<file path="config.mk">
export PLATFORM = sky130hd
export DESIGN_NAME = timeout_bank_flat
export DESIGN_NICKNAME = d
export VERILOG_FILES = /design/src/rtl/timeout_bank_if.sv /design/src/rtl/timeout_bank.sv /design/src/flat_wrapper.sv
export SDC_FILE = /design/constraint.sdc
export NUM_CORES = 1
export LEC_CHECK = 0
export CORE_ASPECT_RATIO = 0.8
export CORE_MARGIN = 10
export CORE_UTILIZATION = 50
export CTS_BUF_LIST = sky130_fd_sc_hd__clkbuf_16
export DETAILED_ROUTE_END_ITERATION = 10
export PLACE_DENSITY_LB_ADDON = 0.12
export SLEW_MARGIN = 15
export SYNTH_ARGS = -nofsm -noshare
export SYNTH_HDL_FRONTEND = slang
export SYNTH_SLANG_ARGS = --single-unit
export TNS_END_PERCENT = 100
</file>
<file path="constraint.sdc">
create_clock -name clock -period 2.45 [get_ports clock]
set_input_delay 0.49 -clock clock [delete_from_list [all_inputs] [get_ports clock]]
set_output_delay 0.49 -clock clock [all_outputs]
set_load 0.01 [all_outputs]
</file>
<file path="src/rtl/timeout_bank_if.sv">
// Command/status bundle for timeout_bank: channel commands in, per-channel
// running/expiry flags and the combined interrupt out.
interface timeout_bank_if #(
   parameter int W = 8,
   parameter int N = 4
);
   localparam int S = (N > 1) ? $clog2(N) : 1;

   logic [S-1:0] sel;
   logic [W-1:0] count;
   logic         periodic;
   logic         put;
   logic         cancel;
   logic         ack;
   logic [N-1:0] active;
   logic [N-1:0] full;
   logic         irq;

   modport master (
      output sel, count, periodic, put, cancel, ack,
      input  active, full, irq
   );

   modport slave (
      input  sel, count, periodic, put, cancel, ack,
      output active, full, irq
   );
endinterface

</file>
<file path="src/rtl/timeout_bank.sv">
// Bank of N independent down-counting timeout channels sharing one prescaler.
// Each channel can be one-shot or auto-reload; expiry raises a sticky full
// flag per channel and an OR-ed interrupt, both registered.
module timeout_bank #(
   parameter int W   = 8,
   parameter int N   = 4,
   parameter int DIV = 1
) (
   input logic           clock,
   input logic           reset,
   timeout_bank_if.slave bus
);
   localparam int S  = (N > 1) ? $clog2(N) : 1;
   localparam int PW = (DIV > 1) ? $clog2(DIV) : 1;

   logic [S-1:0]  sel_s;
   logic [PW-1:0] presc_q, presc_d;
   logic          tick_s;

   logic [W-1:0]  remaining_q [N];
   logic [W-1:0]  remaining_d [N];
   logic [W-1:0]  period_q    [N];
   logic [W-1:0]  period_d    [N];
   logic [N-1:0]  mode_q,   mode_d;
   logic [N-1:0]  active_q, active_d;
   logic [N-1:0]  full_q,   full_d;
   logic [N-1:0]  expire_s;
   logic          irq_q,    irq_d;

   assign sel_s      = bus.sel;
   assign bus.active = active_q;
   assign bus.full   = full_q;
   assign bus.irq    = irq_q;

   // Free-running prescaler; tick on its terminal count (every clock when DIV=1).
   always_comb begin
      tick_s = (presc_q == PW'(DIV - 1));
      if (tick_s) begin
         presc_d = {PW{1'b0}};
      end else begin
         presc_d = presc_q + PW'(1'b1);
      end
   end

   // Per-channel countdown/expiry, then addressed command overrides.
   always_comb begin
      for (int i = 0; i < N; i++) begin
         remaining_d[i] = remaining_q[i];
         period_d[i]    = period_q[i];
      end
      mode_d   = mode_q;
      active_d = active_q;
      full_d   = full_q;
      expire_s = {N{1'b0}};

      for (int i = 0; i < N; i++) begin
         // Countdown: an expiry is the tick that finds remaining at 1.
         if (active_q[i] && tick_s) begin
            if (remaining_q[i] == W'(1)) begin
               expire_s[i] = 1'b1;
               full_d[i]   = 1'b1;
               if (mode_q[i]) begin
                  remaining_d[i] = period_q[i];
               end else begin
                  active_d[i]    = 1'b0;
                  remaining_d[i] = {W{1'b0}};
               end
            end else if (remaining_q[i] != {W{1'b0}}) begin
               remaining_d[i] = remaining_q[i] - W'(1);
            end else begin
               remaining_d[i] = remaining_q[i];
            end
         end else begin
            remaining_d[i] = remaining_q[i];
         end

         // Commands on the addressed channel; an out-of-range sel matches none.
         // put overrides a same-edge expiry; an expiry overrides ack.
         if (int'(sel_s) == i) begin
            if (bus.put) begin
               if (bus.count != {W{1'b0}}) begin
                  remaining_d[i] = bus.count;
                  period_d[i]    = bus.count;
                  mode_d[i]      = bus.periodic;
                  active_d[i]    = 1'b1;
                  full_d[i]      = 1'b0;
               end else begin
                  // Zero-length timeout expires immediately and never reloads.
                  remaining_d[i] = {W{1'b0}};
                  active_d[i]    = 1'b0;
                  full_d[i]      = 1'b1;
               end
            end else if (bus.cancel) begin
               active_d[i]    = 1'b0;
               remaining_d[i] = {W{1'b0}};
            end else if (bus.ack && !expire_s[i]) begin
               full_d[i] = 1'b0;
            end else begin
               full_d[i] = full_d[i];
            end
         end else begin
            full_d[i] = full_d[i];
         end
      end

      // Interrupt from next-state flags so it moves on the same edge as full.
      irq_d = |full_d;
   end

   // State registers with synchronous reset that discards all running timeouts.
   always_ff @(posedge clock) begin
      if (reset) begin
         presc_q <= {PW{1'b0}};
         for (int i = 0; i < N; i++) begin
            remaining_q[i] <= {W{1'b0}};
            period_q[i]    <= {W{1'b0}};
         end
         mode_q   <= {N{1'b0}};
         active_q <= {N{1'b0}};
         full_q   <= {N{1'b0}};
         irq_q    <= 1'b0;
      end else begin
         presc_q <= presc_d;
         for (int i = 0; i < N; i++) begin
            remaining_q[i] <= remaining_d[i];
            period_q[i]    <= period_d[i];
         end
         mode_q   <= mode_d;
         active_q <= active_d;
         full_q   <= full_d;
         irq_q    <= irq_d;
      end
   end
endmodule

</file>
<file path="src/flat_wrapper.sv">
// flat-port wrapper written by rule: the top's interface ports become plain ports
module timeout_bank_flat 
#(
   parameter int W   = 8,
   parameter int N   = 4,
   parameter int DIV = 1
)
  (clock, reset, bus_sel, bus_count, bus_periodic, bus_put, bus_cancel, bus_ack, bus_active, bus_full, bus_irq);
  timeout_bank_if #(.W(W), .N(N)) bus_i ();
  input logic clock;
  input logic reset;
  input wire logic [$bits(bus_i.sel)-1:0] bus_sel;
  input wire logic [$bits(bus_i.count)-1:0] bus_count;
  input wire logic [$bits(bus_i.periodic)-1:0] bus_periodic;
  input wire logic [$bits(bus_i.put)-1:0] bus_put;
  input wire logic [$bits(bus_i.cancel)-1:0] bus_cancel;
  input wire logic [$bits(bus_i.ack)-1:0] bus_ack;
  output wire logic [$bits(bus_i.active)-1:0] bus_active;
  output wire logic [$bits(bus_i.full)-1:0] bus_full;
  output wire logic [$bits(bus_i.irq)-1:0] bus_irq;
  assign bus_i.sel = bus_sel;
  assign bus_i.count = bus_count;
  assign bus_i.periodic = bus_periodic;
  assign bus_i.put = bus_put;
  assign bus_i.cancel = bus_cancel;
  assign bus_i.ack = bus_ack;
  assign bus_active = bus_i.active;
  assign bus_full = bus_i.full;
  assign bus_irq = bus_i.irq;
  timeout_bank #(.W(W), .N(N), .DIV(DIV)) u_core (.clock(clock), .reset(reset), .bus(bus_i));
endmodule
</file>
==> impl_metrics.yaml, run 1 <==
status:
  outcome: "finished, final reports clean"
timing:
  tightest_slew_ns: 0.730
  slew_headroom_pct: 51.3
  slew_viol_final: 0
  fin_worst_skew_ns: 0.00753
  max_freq_mhz: 481
  period_minus_slack_ns: 2.08
  rsz0062_at_grt: "false"
  setup_tns_ns: 0
  fin_crit_sh_pct: 84.8
  finalWorstSetupSlack_ns: 0.372
  final-hold-violation-count: 0
  report.final.setup_viol: 0
global_routing:
  grt_antenna_before_repair: 0
  grt_pass1_wl_um: 20200
  grt_max_degree: 43
  grt_pass1_vias: 3956
  track_usage_pct: 20.1
  gr-total-overflow: 0
placed_design:
  gp_congestion: 0.908
  portBuffers: 24
  placed_cell_area_um2: 4660
  post-place-ws_ns: 0.127
  hpwlAfterDp_um: 9030
worst_setup_path:
  worstSetupEndpointType: "flip-flop"
  crit_path_start_kind: "input pin"
  critPathArrivalTime_ns: 2.27
  r2r-start: "u_core.remaining_q[0][9]$_SDFF_PP0_"
  critical_path.reg2reg.endpoint: "u_core.remaining_q[0][10]$_SDFF_PP0_"
  path_max_fanout: 8
  crit_required_ns: 2.65
  reg2reg_depth: 6
  critPathKind: "input pin to flip-flop"
  r2r_setup_slack_ns: 0.42
synth:
  synth-edff-count: 0
  synth-async-reset-ratio_pct: 0
  yosysWarnings: 0
  synthCells: 529
  ys_ff_latch: 78
  yosysSeqAreaShare_pct: 37.0
  syn-cell-area_um2: 4220
  syn_avg_cell_area_um2: 7.98
  synth_ff_type: "dfxtp_1"
  syn_nets: 557
  ys_types: 58
routing:
  routedWlPerCell_um: 18.5
  highest_layer: "met4"
  drt.antenna.violating_nets: 0
  viasPerCell: 6.28
  drc: 0
  m1WireLength_um: 5680
  finalWirelength_um: 12500
  wl_met2_um: 5770
  first_iter_violations: 450
  vias: 4238
  drtPass1Iterations: 5
  wl_met3_um: 811
clock_tree:
  cts.clk_slew.worst_paths_ns: 0.06
  ctsHoldBuffers: 0
  cts_tree: "built"
  clock-sinks: 78
  clock_path_buffers: 2
  cts_resized: 0
  cts_setup_buffers: 0
  worst_skew_pair.late_latency_ns: 0.33
  cts-root-buf: "clkbuf_16"
  cts.htree.levels: 3
  cts_inserted_buffers: 9
hold_path:
  hp-class: "flip-flop to flip-flop"
  hold_end: "u_core.period_q[0][15]$_SDFFE_PP0P_"
  worstHoldPathCells: 2
  worstHoldStart: "u_core.period_q[0][15]$_SDFFE_PP0P_"
pwr:
  netSwitchingPower_uw: 955
  p_sw_share_pct: 29.7
  p_int_mw: 2.26
  ir_drop_mv: 0.406
  fin_total_pwr_mw: 3.22
  power_density_nw_per_um2: 653
  pwr-share-comb_pct: 19.2
  clkPwrFrac_pct: 37.5
  p_seq_share_pct: 43.3
  leakage_nw: 1.84
finish:
  antenna_cells: 0
  final_cell_mix: "nor2_1, dfxtp_1, nand2_1"
  fillCellCount: 760
  final_cell_area_um2: 4930
  area_growth_pct: 16.8
  drive_above_1_share_pct: 9.52
  final_common_cell: "nor2_1"
  nNetsFinal: 590
floorplan:
  die_h_um: 102
  start_util_pct: 52.2
  core_um2: 8090
  fp-row-count: 29
  num_io_pins: 25
  die_x_um: 123
  die_area_um2: 12500
run:
  cap_viol_max_count: 0
[critical path, stage by stage]
cell and delay (ns):
clkdlybuf4s50_1 0.43, nor4_1 0.44, nand2_1 0.25, nand3_1 0.36
mux2i_1 0.25, nor2_1 0.05
[metal layers]
layer  global-route usage [%]  up-vias
met1                     26.6     2037
li1                         -     2021
met2                     31.4      156
met3                     5.07       24
met5                        0        -
met4                     6.15        0
[layout make-up]
cell class / count / area, um^2 / area share (%)
Clock buffer: 9 / 225 / 4.57
Sequential cell: 78 / 1560 / 31.7
Clock inverter: 7 / 41.3 / 0.837
Inverter: 15 / 56.3 / 1.14
Multi-Input combinational cell: 410 / 2500 / 50.6
Tap cell: 108 / 135 / 2.74
Timing Repair Buffer: 48 / 415 / 8.42
[stage by stage]
stage	hold WS (ns)	util, %	cells
5_1_grt	0.523	60.9	675
2_1_floorplan	0.437	-	529
6_report	0.491	60.9	675
4_1_cts	0.493	60.9	675
3_5_place_dp	0.478	57.6	659
3_3_place_gp	0.450	57.6	659
[worst max-delay path by stage]
stage / startpoint / end / cells past startpoint
after floorplan: u_core.remaining_q[0][0]$_SDFF_PP0_ / u_core.remaining_q[0][6]$_SDFF_PP0_ / 7
after global placement: bus_count[5] / u_core.mode_q[1]$_SDFFE_PP0P_ / 6
after detailed placement: bus_count[1] / u_core.mode_q[1]$_SDFFE_PP0P_ / 6
after CTS: bus_count[1] / u_core.mode_q[1]$_SDFFE_PP0P_ / 6
after global routing: bus_count[1] / u_core.bus.irq$_SDFF_PP0_ / 6
final: bus_count[1] / u_core.mode_q[1]$_SDFFE_PP0P_ / 6
[cell usage after synthesis (all sizes together), types with 4 or more instances]
| cell type | n | area, um^2 |
|---|---|---|
| nor2 | 81 | 309 |
| dfxtp | 78 | 1560 |
| nand2 | 47 | 184 |
| o21ai | 37 | 185 |
| a21oi | 25 | 125 |
| o22ai | 22 | 144 |
| nand3 | 20 | 100 |
| clkbuf | 18 | 68.8 |
| a22oi | 17 | 128 |
| a221oi | 16 | 140 |
| inv | 15 | 56.3 |
| nand2b | 14 | 87.6 |
| ha | 12 | 150 |
| a32oi | 10 | 87.6 |
| nor3 | 10 | 66.3 |
| buf | 8 | 38.8 |
| nor2b | 8 | 50.1 |
| nor4 | 7 | 73.8 |
| xnor2 | 7 | 61.3 |
| and2 | 6 | 37.5 |
| o211ai | 6 | 45.0 |
| mux2i | 5 | 50.1 |
| nand4 | 5 | 31.3 |
| o31ai | 5 | 37.5 |
| a211oi | 4 | 30.0 |
| or2 | 4 | 25.0 |
| or4 | 4 | 30.0 |
| xor2 | 4 | 35.0 |
[registers in the layout (all words and copies together) (netlist names)]
| signal | cells |
|---|---|
| u_core.bus.active | 4 |
| u_core.bus.full | 4 |
| u_core.bus.irq | 1 |
| u_core.mode_q | 4 |
| u_core.period_q | 32 |
| u_core.presc_q | 1 |
| u_core.remaining_q | 32 |
[power by group through the flow]
stage,Combinational [mW],Sequential (mW),Clock (mW)
floorplan,0.426,1.40,0
global placement,0.597,1.42,0
detailed placement,0.606,1.42,0
CTS,0.611,1.39,1.21
global route,0.681,1.40,1.28
finish,0.619,1.39,1.21
[cells by family (layout without fill, tap and decap cells)]
logic type | count (synthesis) | in the layout | synth area share, %
multiplexers | 6 | 6 | 1.45
AND/OR/NAND/NOR | 215 | 215 | 25.2
other | 1 | 1 | 0.0888
AO/OA/AOI/OAI | 165 | 165 | 26.6
XOR/XNOR | 11 | 11 | 2.28
buffers and inverters | 41 | 79 | 3.88
flip-flops | 78 | 78 | 37.0
adder cells (fa/ha/maj) | 12 | 12 | 3.56
(Power assumes the default switching activity.)
==> run 2: changes to the inputs <==
- clock period: 2.45 -> 2.05 ns (I/O delays scaled with it)
==> impl_metrics.yaml, run 2 (synthesis results as in run 1) <==
status:
  outcome: "finished, final reports clean"
timing:
  tightest_slew_ns: 0.618
  holdWs_ns: 0.477
  slew_viol_final: 0
  max_freq_mhz: 505
  fin_crit_sh_pct: 96.6
  report.final.setup_viol: 0
  final-hold-violation-count: 0
  period_minus_slack_ns: 1.98
  slew_headroom_pct: 58.7
  fin_worst_skew_ns: 0.0101
  finalWorstSetupSlack_ns: 0.0700
worst_setup_path:
  crit_slowest_cell: "clkdlybuf4s50_1"
  cp_top_family: "simple AND/OR/NAND/NOR gates"
  worst-path-buf-inv: 2
  path_max_fanout: 7
  crit_top_cell: "nand2_1"
  critPathKind: "input pin to flip-flop"
  crit_required_ns: 2.31
  critPathArrivalTime_ns: 2.24
  worstSetupEndpointType: "flip-flop"
  path_cells: "clkdlybuf4s50_1, nor4_1, buf_4, nand2_1, nand3_1, nand2_1, a41oi_1"
  critPathMaxStageDelay_ns: 0.43
  crit_path_start_kind: "input pin"
floorplan:
  num_io_pins: 25
  die_x_um: 123
  fp-row-count: 29
  start_util_pct: 52.2
  die_h_um: 102
  core_um2: 8090
  die_area_um2: 12500
global_routing:
  grt_pass1_vias: 3997
  grt_pass1_wl_um: 20200
  gr-total-overflow: 0
  grt_antenna_before_repair: 0
  grt_max_degree: 30
  track_usage_pct: 20.2
clock_tree:
  cts.clk_slew.worst_paths_ns: 0.06
  cts-root-buf: "clkbuf_16"
  ctsHoldBuffers: 0
  cts_setup_buffers: 0
  clock_path_buffers: 2
  cts.htree.levels: 3
  clock-sinks: 78
  cts_tree: "built"
  cts_inserted_buffers: 9
  worst_skew_pair.late_latency_ns: 0.34
finish:
  final_cell_mix: "nor2_1, dfxtp_1, buf_4"
  regArea_um2: 1560
  reg_top3: "u_core.period_q: 32 flops, u_core.remaining_q: 32 flops"
  area_growth_pct: 24.5
  drive_above_1_share_pct: 14.3
  antenna_cells: 0
  final_common_cell: "nor2_1"
  multiInputGateArea_um2: 2500
  fillCellCount: 692
  nNetsFinal: 620
pwr:
  leakage_nw: 2.03
  fin_total_pwr_mw: 4.25
  power_density_nw_per_um2: 808
  ir_drop_mv: 0.550
placed_design:
  post-place-ws_ns: -0.215
  hpwlAfterDp_um: 9290
  portBuffers: 24
  gp_congestion: 0.915
routing:
  vias: 4294
  finalWirelength_um: 12500
  viasPerCell: 6.10
  drt.antenna.violating_nets: 0
  first_iter_violations: 374
  drc: 0
  drtPass1Iterations: 5
  routedWlPerCell_um: 17.8
run:
  cap_viol_max_count: 0
hold_path:
  hp-class: "flip-flop to flip-flop"
## run 2: power breakdown
part           total [mW]  leakage [nW]  switching, mW  internal, mW
sequential           1.66         0.636         0.0743          1.59
combinational       0.798          1.23          0.442         0.356
clock                1.79         0.164          0.620          1.17
## run 2: timing repair
action | 4_1_cts | 5_1_grt
setup endpoints to repair | 0 | 1
endpoints found under the hold margin | 0 | 0
resized for setup | 0 | 1
## run 2: final cells by class
cell class	instances	area share (%)
repair buffers	78	12.9
clock inverters	6	1.95
flip-flops and latches	78	29.7
well taps	108	2.57
inverters	15	1.07
clock buffers	9	4.28
multi-input cells	410	47.5
## run 2: worst paths after layout
kind	start	to	slack [ns]	depth (start not counted)
max	bus_count[1]	u_core.bus.irq$_SDFF_PP0_	0.07	7
min	u_core.period_q[0][15]$_SDFFE_PP0P_	u_core.period_q[0][15]$_SDFFE_PP0P_	0.48	2
min reg2reg	u_core.period_q[0][15]$_SDFFE_PP0P_	u_core.period_q[0][15]$_SDFFE_PP0P_	0.48	2
max reg2reg	u_core.remaining_q[0][0]$_SDFF_PP0_	u_core.remaining_q[0][6]$_SDFF_PP0_	0.13	7
## run 2: tightest hold or removal path, stage by stage (launching register included)
cell and delay (ns):
dfxtp_1 0.31, nand2_1 0.06, a21oi_1 0.06
## run 2: layer usage
metal	global-route usage [%]	part of all wire [%]
met3	4.52	6.7
met1	26.6	46
met2	31.6	46
met5	0	0
met4	7.32	2.1
## run 2: per-stage QoR
stage | cell area [um^2] | setup TNS, ns | utilization, % | std cells
after CTS | 5260 | 0 | 64.9 | 704
after global routing | 5260 | -0.0171 | 65.0 | 704
after detailed placement | 4930 | -4.36 | 60.9 | 689
after floorplan | 4220 | 0 | - | 529
after global placement | 4930 | -1.71 | 60.9 | 689
final | 5260 | 0 | 65.0 | 704
